<file path="src/rtl/mert_acc.sv">
// Modular accumulator: sums a job of len reduced products modulo Q.
// Latency: one cycle per accepted beat; result valid the cycle after the last beat.
// Backpressure: in_ready is registered (high only while accumulating); result held until out_ready.
//
// Ports:
//   clk, rst_n          clock and asynchronous active-low reset
//   start, len          job request and beat count (len sampled with an accepted start)
//   busy                high from the cycle after an accepted start until the result is taken
//   in_valid/in_ready   beat handshake; in_data is any 32-bit value, pre-reduced below Q here
//   out_valid/out_ready result handshake; out_data = (sum of beats) mod Q
module mert_acc #(
  parameter logic [31:0] Q     = 32'd2181040129,
  parameter int          LEN_W = 16
) (
  input  logic             clk,
  input  logic             rst_n,
  input  logic             start,
  input  logic [LEN_W-1:0] len,
  output logic             busy,
  input  logic             in_valid,
  output logic             in_ready,
  input  logic [31:0]      in_data,
  output logic             out_valid,
  input  logic             out_ready,
  output logic [31:0]      out_data
);

  typedef enum logic [1:0] {
    IDLE = 2'd0,
    ACC  = 2'd1,
    DONE = 2'd2
  } state_t;

  state_t           state_q;
  logic [LEN_W-1:0] cnt_q;
  logic [31:0]      acc_q;
  logic             busy_q;
  logic             in_ready_q;
  logic             out_valid_q;

  // Next accumulator value for the beat on in_data.
  // Q > 2^31, so any 32-bit input needs at most one subtraction to land below Q.
  logic [31:0] x_red;
  logic [32:0] sum_33;
  logic [31:0] acc_d;

  always_comb begin
    x_red  = (in_data >= Q) ? (in_data - Q) : in_data;
    sum_33 = {1'b0, acc_q} + {1'b0, x_red};
    // sum - Q is below 2^32 whenever sum >= Q, so 32-bit wraparound arithmetic is exact.
    acc_d  = (sum_33 >= {1'b0, Q}) ? (sum_33[31:0] - Q) : sum_33[31:0];
  end

  always_ff @(posedge clk or negedge rst_n) begin
    if (!rst_n) begin
      state_q     <= IDLE;
      cnt_q       <= '0;
      acc_q       <= '0;
      busy_q      <= 1'b0;
      in_ready_q  <= 1'b0;
      out_valid_q <= 1'b0;
    end else begin
      case (state_q)
        IDLE: begin
          if (start) begin
            cnt_q  <= len;
            acc_q  <= '0;
            busy_q <= 1'b1;
            if (len == '0) begin
              // Empty job: result (0) is presented immediately.
              state_q     <= DONE;
              out_valid_q <= 1'b1;
            end else begin
              state_q    <= ACC;
              in_ready_q <= 1'b1;
            end
          end
        end

        ACC: begin
          if (in_valid) begin
            acc_q <= acc_d;
            cnt_q <= cnt_q - 1'b1;
            // Stopping at a count of one means the counter never wraps, even for len = all ones.
            if (cnt_q == LEN_W'(1)) begin
              state_q     <= DONE;
              in_ready_q  <= 1'b0;
              out_valid_q <= 1'b1;
            end
          end
        end

        DONE: begin
          if (out_ready) begin
            state_q     <= IDLE;
            out_valid_q <= 1'b0;
            busy_q      <= 1'b0;
          end
        end

        default: begin
          state_q     <= IDLE;
          in_ready_q  <= 1'b0;
          out_valid_q <= 1'b0;
          busy_q      <= 1'b0;
        end
      endcase
    end
  end

  assign busy      = busy_q;
  assign in_ready  = in_ready_q;
  assign out_valid = out_valid_q;
  // The accumulator is frozen outside ACC, so it doubles as the result register.
  assign out_data  = acc_q;

endmodule

</file>
<file path="config.mk">
export PLATFORM = sky130hd
export DESIGN_NAME = mert_acc
export DESIGN_NICKNAME = d
export VERILOG_FILES = /design/src/rtl/mert_acc.sv
export SDC_FILE = /design/constraint.sdc
export NUM_CORES = 1
export LEC_CHECK = 0
export CORE_MARGIN = 4
export CORE_UTILIZATION = 25
export CTS_CLUSTER_SIZE = 24
export DETAILED_ROUTE_END_ITERATION = 8
export PLACE_DENSITY_LB_ADDON = 0.1
export SYNTH_ARGS = -nofsm -noshare
export SYNTH_HDL_FRONTEND = slang
export SYNTH_SLANG_ARGS = --single-unit
</file>
<file path="constraint.sdc">
create_clock -name clk -period 8.1 [get_ports clk]
set_clock_uncertainty 0.1 [all_clocks]
set_input_delay 2.025 -clock clk [delete_from_list [all_inputs] [get_ports clk]]
set_output_delay 2.025 -clock clk [all_outputs]
set_load 0.01 [all_outputs]
</file>
# [Word-level counts from Yosys, hierarchy flattened]
# Cells that the tools add are included.
[word_totals] regBits=53 inputBits=53 output_inout_bits=35 elab_cells=58
[classes] n_addsub=4 n_lt_le_gt_ge=2 n_eq_ne=9 muxes=27 n_bitwise=2 n_reduce_logical=8
[op_table] op="$mux W32" n=4
[op_table] op="$pmux W32 S2" n=1
[op_table] op="$sub A32 B32 Y32 const B" n=2
[op_table] op="$add A32 B32 Y33" n=1
[op_table] op="$ge A33 B32 Y1 const B" n=1
[op_table] op="$ge A32 B32 Y1 const B" n=1
[op_table] op="$mux W16" n=2
[op_table] op="$pmux W16 S2" n=1
[op_table] op="$eq A16 B1 Y1 const B" n=1
[op_table] op="$logic_not A16 Y1" n=1
[op_table] op="$sub A16 B1 Y16 const B" n=1
[op_table] op="$ne A2 B2 Y1 const B" n=6
[op_table] op="$mux W1" n=10
[op_table] op="$mux W2" n=5
[op_table] op="$reduce_and A5 Y1" n=2
[op_table] op="$pmux W1 S3" n=3
[op_table] op="$pmux W2 S3" n=1
[op_table] op="$reduce_and A3 Y1" n=2
[op_table] op="$reduce_and A4 Y1" n=1
[op_table] op="$eq A2 B1 Y1 const B" n=1
[op_table] op="$eq A2 B2 Y1 const B" n=1
[op_table] op="$logic_not A2 Y1" n=1
[op_table] op="$not A1 Y1" n=2
[op_table] op="$reduce_bool A2 Y1" n=1

# [Logic depth before layout (Yosys ltp)]
# Gate-level depths: netlist of the first run.
[depth] depth_word=7 ltp_mapped=26 mapped_depth_nobuf=23

# [Least setup slack after synthesis of the first run]
# OpenSTA, ideal clock, no wires.
[synth_path] path_type="in2reg" start="input in_data[15]" end="register acc_q[29], in the netlist out_data[29]" setup_ps=121 t_arrival_ps=8465 required_ps=7879 setup_slack_ps=-586 path_stages=24 path_buffers=1 cell_sequence="or4_1 or3_1 or4_1 or3_1 o41ai_1 o41a_1 a21boi_1 clkbuf_1 xnor2_1 ha_1 inv_1 fa_1 nand2b_1 a21bo_2 a211oi_2 o211a_1 a2111oi_0 or4b_4 or3_4 o31a_1 o31a_1 o211a_1 xnor2_1 a22o_1"
[synth_between] elab_chain_cells=7 word_cells_on_any_way=9 classes_between="3 x add/sub; 2 x order compare; 4 x mux"
[synth_lines] element="start, declared" line="22" text="input logic [31:0] in_data,"
[synth_lines] element="$sub A32 B32 Y32 / $ge A32 B32 Y1 (equally long branches)" line="48" text="x_red = (in_data >= Q) ? (in_data - Q) : in_data;"
[synth_lines] element="$mux W32 (*)" line="48"
[synth_lines] element="$add A32 B32 Y33 (*)" line="49" text="sum_33 = {1'b0, acc_q} + {1'b0, x_red};"
[synth_lines] element="$sub A32 B32 Y32 / $ge A33 B32 Y1 (equally long branches)" line="51" text="acc_d = (sum_33 >= {1'b0, Q}) ? (sum_33[31:0] - Q) : sum_33[31:0];"
[synth_lines] element="$mux W32 (*)" line="51"
[synth_lines] element="$mux W32 (*)" line="81" text="if (in_valid) begin"
[synth_lines] element="$pmux W32 S2 (*)" line="63" text="case (state_q)"
[synth_lines] element="end signal, assigned" line="58" text="acc_q <= '0;"
[synth_lines] element="end signal, assigned" line="67" text="acc_q <= '0;"
[synth_lines] element="end signal, assigned" line="82" text="acc_q <= acc_d;"
[synth_lines] element="end, declared" line="36" text="logic [31:0] acc_q;"
# Every way passes the cells marked *; elsewhere a longest branch is shown, timed or not. The select of a mux whose other input is x is not followed.
# A chain may end at the register's enable or synchronous reset.

# [Worst setup path in the final report of the first run]
[layout_path] start="input in_data[15]" end="register acc_q[10], in the netlist out_data[10]"
[layout_between] elab_chain_cells=7 word_cells_on_any_way=9 classes_between="3 x add/sub; 2 x order compare; 4 x mux"
[layout_lines] element="$sub A32 B32 Y32 / $ge A32 B32 Y1 (equally long branches)" line="48"
[layout_lines] element="$mux W32 (*)" line="48"
[layout_lines] element="$add A32 B32 Y33 (*)" line="49"
[layout_lines] element="$ge A33 B32 Y1 / $sub A32 B32 Y32 (equally long branches)" line="51"
[layout_lines] element="$mux W32 (*)" line="51"
[layout_lines] element="$mux W32 (*)" line="81"
[layout_lines] element="$pmux W32 S2 (*)" line="63"
# Marked as above.

==> run metrics, run 1 <==
Core Box Area between 20000 and 25000 um2; fraction of registers with async set/reset 1.000; share of layout cells above drive strength 1 0.3418; Synth Area in Compound Gates 0.2882; Gate power share 0.761; pwr/cell area about 320 nW/um2; Vias a little over 7k; Reg power frac 0.153; HPWL Detailed 20.40 mm; area of the multi-input gates 4961 um2; Buffers on Ports 87; CTS Hold Bufs 0; synthesized net count ~900; Starting Density 0.2565; gr ovfl total 0; switching power total around 1.5 mW; failing checks negative setup slack; Hold Vio Cnt, Final 0; post-route setup slack -0.6473 ns; post-synth cell types 79; Final ANT Viol Nets 0; Die Width ~160 um; cts bufs inserted 5; Hold Path Depth 2; RePlAce Congestion about 0.92; final worst-path cycle share 1.080; starting DRC count in detailed routing 346; clk sink count between 50 and 60; first-pass GRT wire length about 40 mm; Worst-Skew Late Latency 0.32 ns; Fillers between 2k and 3k; Total Power 3.204 mW; synthesis-to-layout area growth 64.74%; fin crit period between 8 and 9 ns; status finished, violations left; predominant post-synthesis flop cell dfrtp_1; Clock power frac 0.086; Slew Viols, Final 0; initial antenna violation count 0; # IOs approximately 90; register area 1326 um2; # H-tree levels 2; maximum VDD drop between 0.1 and 0.15 mV; largest net degree at the start of global routing 54; cell-internal power between 1.5 and 2 mW; register bit total from synthesis 53; largest family of logic cells by synthesized area compound AO/OA/AOI/OAI gates; sequential share of the synthesized area 0.2183; GR Util met3 0.02409; Yosys warning count 0; worst slew pin tran 0.8071 ns; Site Rows 56; Root Driver clkbuf_16; ANT cells 0; number of global-route vias before repair ~7.2k; endpoint class of the critical path flip-flop; Critical Path Source Type input port; leakage 4.346 nW; gr usage total 0.1892; Pre-antenna DRT Iters 4; drt drc 0; Max FO, Critical Path 5; Net Sw Frac 0.4587; xor/xnor cell area share of the yosys netlist 0.1081; Via density between 4 and 5; Post-synth EDFFs 0; Setup violations, final 32; Routed WL around 25 mm; Adder-Cell Fraction of Synth Area 0.08363; Worst Path Arrival a little under 9 ns; # Max-Cap Violations 0; clock buffer depth 2; critical path class input port to flip-flop; relative slew slack 0.4619; Die Y between 150 and 200 um; Util after Layout 0.4225; synthesized cell area roughly 6000 um2; RSZ-0062 raised after global routing true; WL per Instance ~17 um; reg2reg path depth 17; clock transition at the registers of the reported paths about 0.090 ns; multiplexer share of the synthesized area 0.01030; GR peak layer met2; fmax 0.1143 GHz; Die ar. between 20000 and 30000 um2; post-synthesis simple-gate area fraction 0.2478; Worst Hold Class flip-flop to flip-flop; met2 Usage GRT 0.3076; Gate Count Post-Synth 811; CTS tree done; critical path required time around 8 ns; grt met1 use 0.2704; Mean Syn Cell Area approximately 7.5 um2; Nets between 1k and 1.5k
-- state kept, by name, indices dropped and copies added (netlist names) --
| signal | count |
|---|---|
| state_q | 2 |
| in_ready | 1 |
| out_data | 32 |
| cnt_q | 16 |
| out_valid | 1 |
| busy | 1 |
-- through the flow --
step	hold WS, ns	setup WS, ns	area [um2]	cells	TNS, ns
2_1_floorplan	0.3430	-0.3236	6202	811	-6.216
3_3_place_gp	0.3662	-1.439	9253	1434	-40.36
3_5_place_dp	0.3799	-1.420	9253	1434	-40.84
4_1_cts	0.3989	-0.6826	9788	1459	-18.07
5_1_grt	0.4171	-0.8679	10010	1466	-24.72
6_report	0.3927	-0.6473	10010	1466	-17.81
-- cell type report --
cell class / count / area share
multi-input cells: 694 / 0.4957
repair buffers: 368 / 0.3053
flip-flops and latches: 53 / 0.1325
well taps: 319 / 0.03988
clock buffers: 5 / 0.01250
inverters: 24 / 0.009002
clock inverters: 3 / 0.005001
-- repair_timing --
| action | in CTS | in global routing |
|---|---|---|
| setup buffers | 17 | 7 |
| pin swaps | 22 | 22 |
| setup endpoints to repair | 32 | 32 |
| gates cloned | 1 | 0 |
| gates resized for setup | 66 | 32 |
-- cell usage in the layout (no fill, tap or decap), types with 8 or more instances in the layout --
cell type	count
o21a_1	11
buf_4	267
dfrtp_1	53
nand2_1	94
o21ai_1	24
xnor2_1	31
a31oi_1	9
buf_6	12
o21ai_0	47
nor4_1	17
nand3_1	22
a21o_1	10
ha_1	36
inv_1	23
o21ai_2	8
nand4_1	17
nor3_1	33
a21oi_1	46
nor2_1	59
clkdlybuf4s50_1	82
xor2_1	37
a21oi_2	14
-- path summary, 6_finish.rpt --
| path | endpoint | slack, ns | start |
|---|---|---|---|
| worst max register to register | out_data[10] | 3.62 | out_data[1] |
| worst min register to register | cnt_q[11] | 0.39 | cnt_q[11] |
| min in group asynchronous | cnt_q[6] | 1.77 | rst_n |
| worst min-delay path | cnt_q[11] | 0.39 | cnt_q[11] |
| worst max-delay path | out_data[10] | -0.65 | in_data[15] |
| max in group asynchronous | out_data[21] | 5.59 | rst_n |
-- cell families after synthesis --
kind of cell             after synthesis
multiplexers                           6
buffers and inverters                 65
AND/OR/NAND/NOR                      308
AO/OA/AOI/OAI                        264
adder cells (fa/ha/maj)               40
XOR/XNOR                              75
flip-flops                            53
-- critical path: stages --
cell and delay (ns):
buf_6 0.09, or4_4 0.53, or3_4 0.40, or4_4 0.49, or3_4 0.38, o41ai_4 0.38
o41a_1 0.35, a21boi_4 0.14, buf_6 0.15, nand2_2 0.05, buf_6 0.13, nor3_1 0.06
xor2_1 0.14, ha_1 0.34, a21oi_1 0.30, o21ai_0 0.24, o31ai_2 0.35, a2111oi_4 0.09
or4b_4 0.53, or3_4 0.40, o31a_1 0.33, o31ai_4 0.24, buf_6 0.18, buf_4 0.11
buf_6 0.09, a211oi_4 0.06, xnor2_2 0.19, o21ai_2 0.08
-- cell usage after synthesis (12+ instances only) --
master / number / share of area
nor3_1: 34 / 0.028
xnor2_1: 37 / 0.053
nand2_1: 97 / 0.060
a21oi_1: 64 / 0.053
ha_1: 39 / 0.080
a211oi_1: 12 / 0.015
o21ai_0: 61 / 0.050
o21ai_1: 18 / 0.015
dfrtp_1: 53 / 0.22
clkbuf_1: 31 / 0.019
nand4_1: 17 / 0.018
nand3_1: 24 / 0.020
nor2_1: 61 / 0.038
nor4_1: 20 / 0.021
xor2_1: 38 / 0.055
inv_1: 24 / 0.015
-- routing by layer --
layer / wire, um / vias up
li1: - / 3662
met1: 12490 / 3413
met2: 11720 / 112
met3: 913 / 14
met4: 331 / 0
met5: 0 / -
-- power by group through the flow --
stage | Clock [mW] | Sequential, mW | Combinational (mW)
finish | 0.275 | 0.491 | 2.44
global route | 0.291 | 0.510 | 2.66
CTS | 0.284 | 0.494 | 2.36
detailed placement | 0 | 0.497 | 2.24
global placement | 0 | 0.497 | 2.24
floorplan | 0 | 0.472 | 1.16
Power figures use the tool's default switching activity.
==> inputs of run 2 (changes only) <==
Settings changed: PLACE_DENSITY_LB_ADDON 0.1 to 0.15.
==> run metrics, run 2 (synthesis results as in run 1) <==
critical path class input port to flip-flop; synthesis-to-layout area growth 62.04%; Slew Viols, Final 0 (unchanged); Placed Area 9135 um2 (-1.3%); first-pass GRT wire length 40.14 mm (+0.45%); worst slew pin tran 0.8428 ns (+0.03566 ns); CTS Hold Bufs 0 (unchanged); relative slew slack 0.4381 (-0.02377); failing checks negative setup slack; cell mode on critical path or3_4; drt drc 0 (unchanged); Starting Density 0.2565 (unchanged); Worst Path Arrival 8.52 ns (-0.33 ns); Util after Layout 0.4156 (-0.006921); number of global-route vias before repair 7238 (+1.2%); Pre-antenna DRT Iters 4 (unchanged); Worst-Skew Late Latency 0.32 ns (about the same); Site Rows 56 (unchanged); Worst Hold Class flip-flop to flip-flop; Die Width 163.9 um (unchanged); Highest Signal Layer met4; pwr/cell area 322.6 nW/um2 (+0.77%); CTS tree done; fin area 9843 um2 (-1.6%); critical path required time 8.22 ns (+0.02 ns); RSZ-0062 raised after global routing true; share of layout cells above drive strength 1 0.3318 (-0.009915); gr usage total 0.1899 (+0.0006909); Setup violations, final 31 (-3.1%); clk sink count 53 (unchanged); kind of cell adding the most delay to the critical path compound AO/OA/AOI/OAI gates; Final ANT Viol Nets 0 (unchanged); # Max-Cap Violations 0 (unchanged); post-route setup slack -0.3061 ns (+0.3412 ns); ANT cells 0 (unchanged); Hold Vio Cnt, Final 0 (unchanged); met2 wire length 11.26 mm (-4.0%); maximum VDD drop 0.1104 mV (-7.5%); Core Box Area 23680 um2 (unchanged); starting DRC count in detailed routing 433 (+25%); Routed WL 25.05 mm (-1.6%); fmax 0.1190 GHz (+4.1%); Via density 4.963 (+1.0%); Nets 1213 (-2.1%); Bufs and invs on worst path 3 (-3); endpoint class of the critical path flip-flop; WL per Instance 17.39 um (+0.17%); # IOs 88 (unchanged); WHS 0.3907 ns (-0.001995 ns); initial antenna violation count 0 (unchanged); leakage 4.205 nW (-3.2%); fin crit period 8.406 ns (-0.3412 ns); cts bufs inserted 5 (unchanged); max reg flops 32 (unchanged); Hold Path Depth 2 (unchanged); largest net degree at the start of global routing 54 (unchanged); RePlAce Congestion 0.9138 (-1.0%); Vias 7146 (-0.76%); final worst-path cycle share 1.038 (-0.04212); HPWL Detailed 19.91 mm (-2.4%); met3 WL 913 um (unchanged); CP Depth 25 (-11%); Buffers on Ports 87 (unchanged); clock buffer depth 2 (unchanged); status finished, violations left; Die Y 163.9 um (unchanged); Fillers 2470 (-1.6%); most frequent cells in the layout 247 x buf_4, 95 x nand2_1, 82 x clkdlybuf4s50_1; clock transition at the registers of the reported paths 0.09 ns (about the same); M1 WL 12.43 mm (-0.46%); slowest CP cell or4b_4; Die ar. 26860 um2 (unchanged); most common cell after layout, fill and taps aside buf_4; Max stage delay on crit path 0.53 ns (about the same); Max FO, Critical Path 8 (+3); # H-tree levels 2 (unchanged); Critical Path Source Type input port; Root Driver clkbuf_16; Setup TNS -6.797 ns (+11.01 ns); gr ovfl total 0 (unchanged); reg2reg path depth 15 (-2)
-- run 2: path summary, 6_finish.rpt --
check                      slack, ns           end   startpoint
min reg2reg                     0.39     cnt_q[10]    cnt_q[10]
max in group asynchronous       5.57  out_data[21]        rst_n
max                            -0.31  out_data[29]  in_data[15]
min                             0.39     cnt_q[10]    cnt_q[10]
min in group asynchronous       1.75   out_data[9]        rst_n
max reg2reg                     3.83  out_data[29]  out_data[0]
-- run 2: metrics by stage --
step / setup slack (ns) / std cells / power, mW
2_1_floorplan: -0.3236 / 811 / 1.632
3_3_place_gp: -1.251 / 1415 / 2.733
3_5_place_dp: -1.320 / 1415 / 2.731
4_1_cts: -0.3265 / 1436 / 3.118
5_1_grt: -0.4859 / 1440 / 3.439
6_report: -0.3061 / 1440 / 3.175
-- run 2: final cells by class --
type,count,area (um2),share of cell area
clock buffer,5,125.1,0.01271
multi-input combinational,693,5020,0.5100
tap,319,399.1,0.04055
timing repair buffer,343,2854,0.2899
sequential,53,1326,0.1347
inverter,24,90.09,0.009152
clock inverter,3,28.78,0.002924
-- run 2: tightest hold or removal path: stages, from the launching register on --
cell and delay, ns:
dfrtp_1 0.35, nand2_1 0.04, o21ai_0 0.06
-- run 2: power breakdown --
group          internal [mW]  switching, mW  total, mW
Clock                  0.120          0.136      0.256
Combinational           1.19           1.23       2.43
Sequential             0.370          0.123      0.493
Total                   1.68           1.49       3.18
-- run 2: per-layer routing --
layer  GRT usage  up-vias
li1            -     3597
met1      0.2746     3396
met2      0.3008      129
met3     0.02359       24
met4     0.04689        0
met5           0        -
-- run 2: timing repair --
action | in CTS | in global routing
gates resized for setup | 69 | 30
buffers inserted | 14 | 4
endpoints found under the setup margin | 32 | 32
pin swaps | 27 | 14
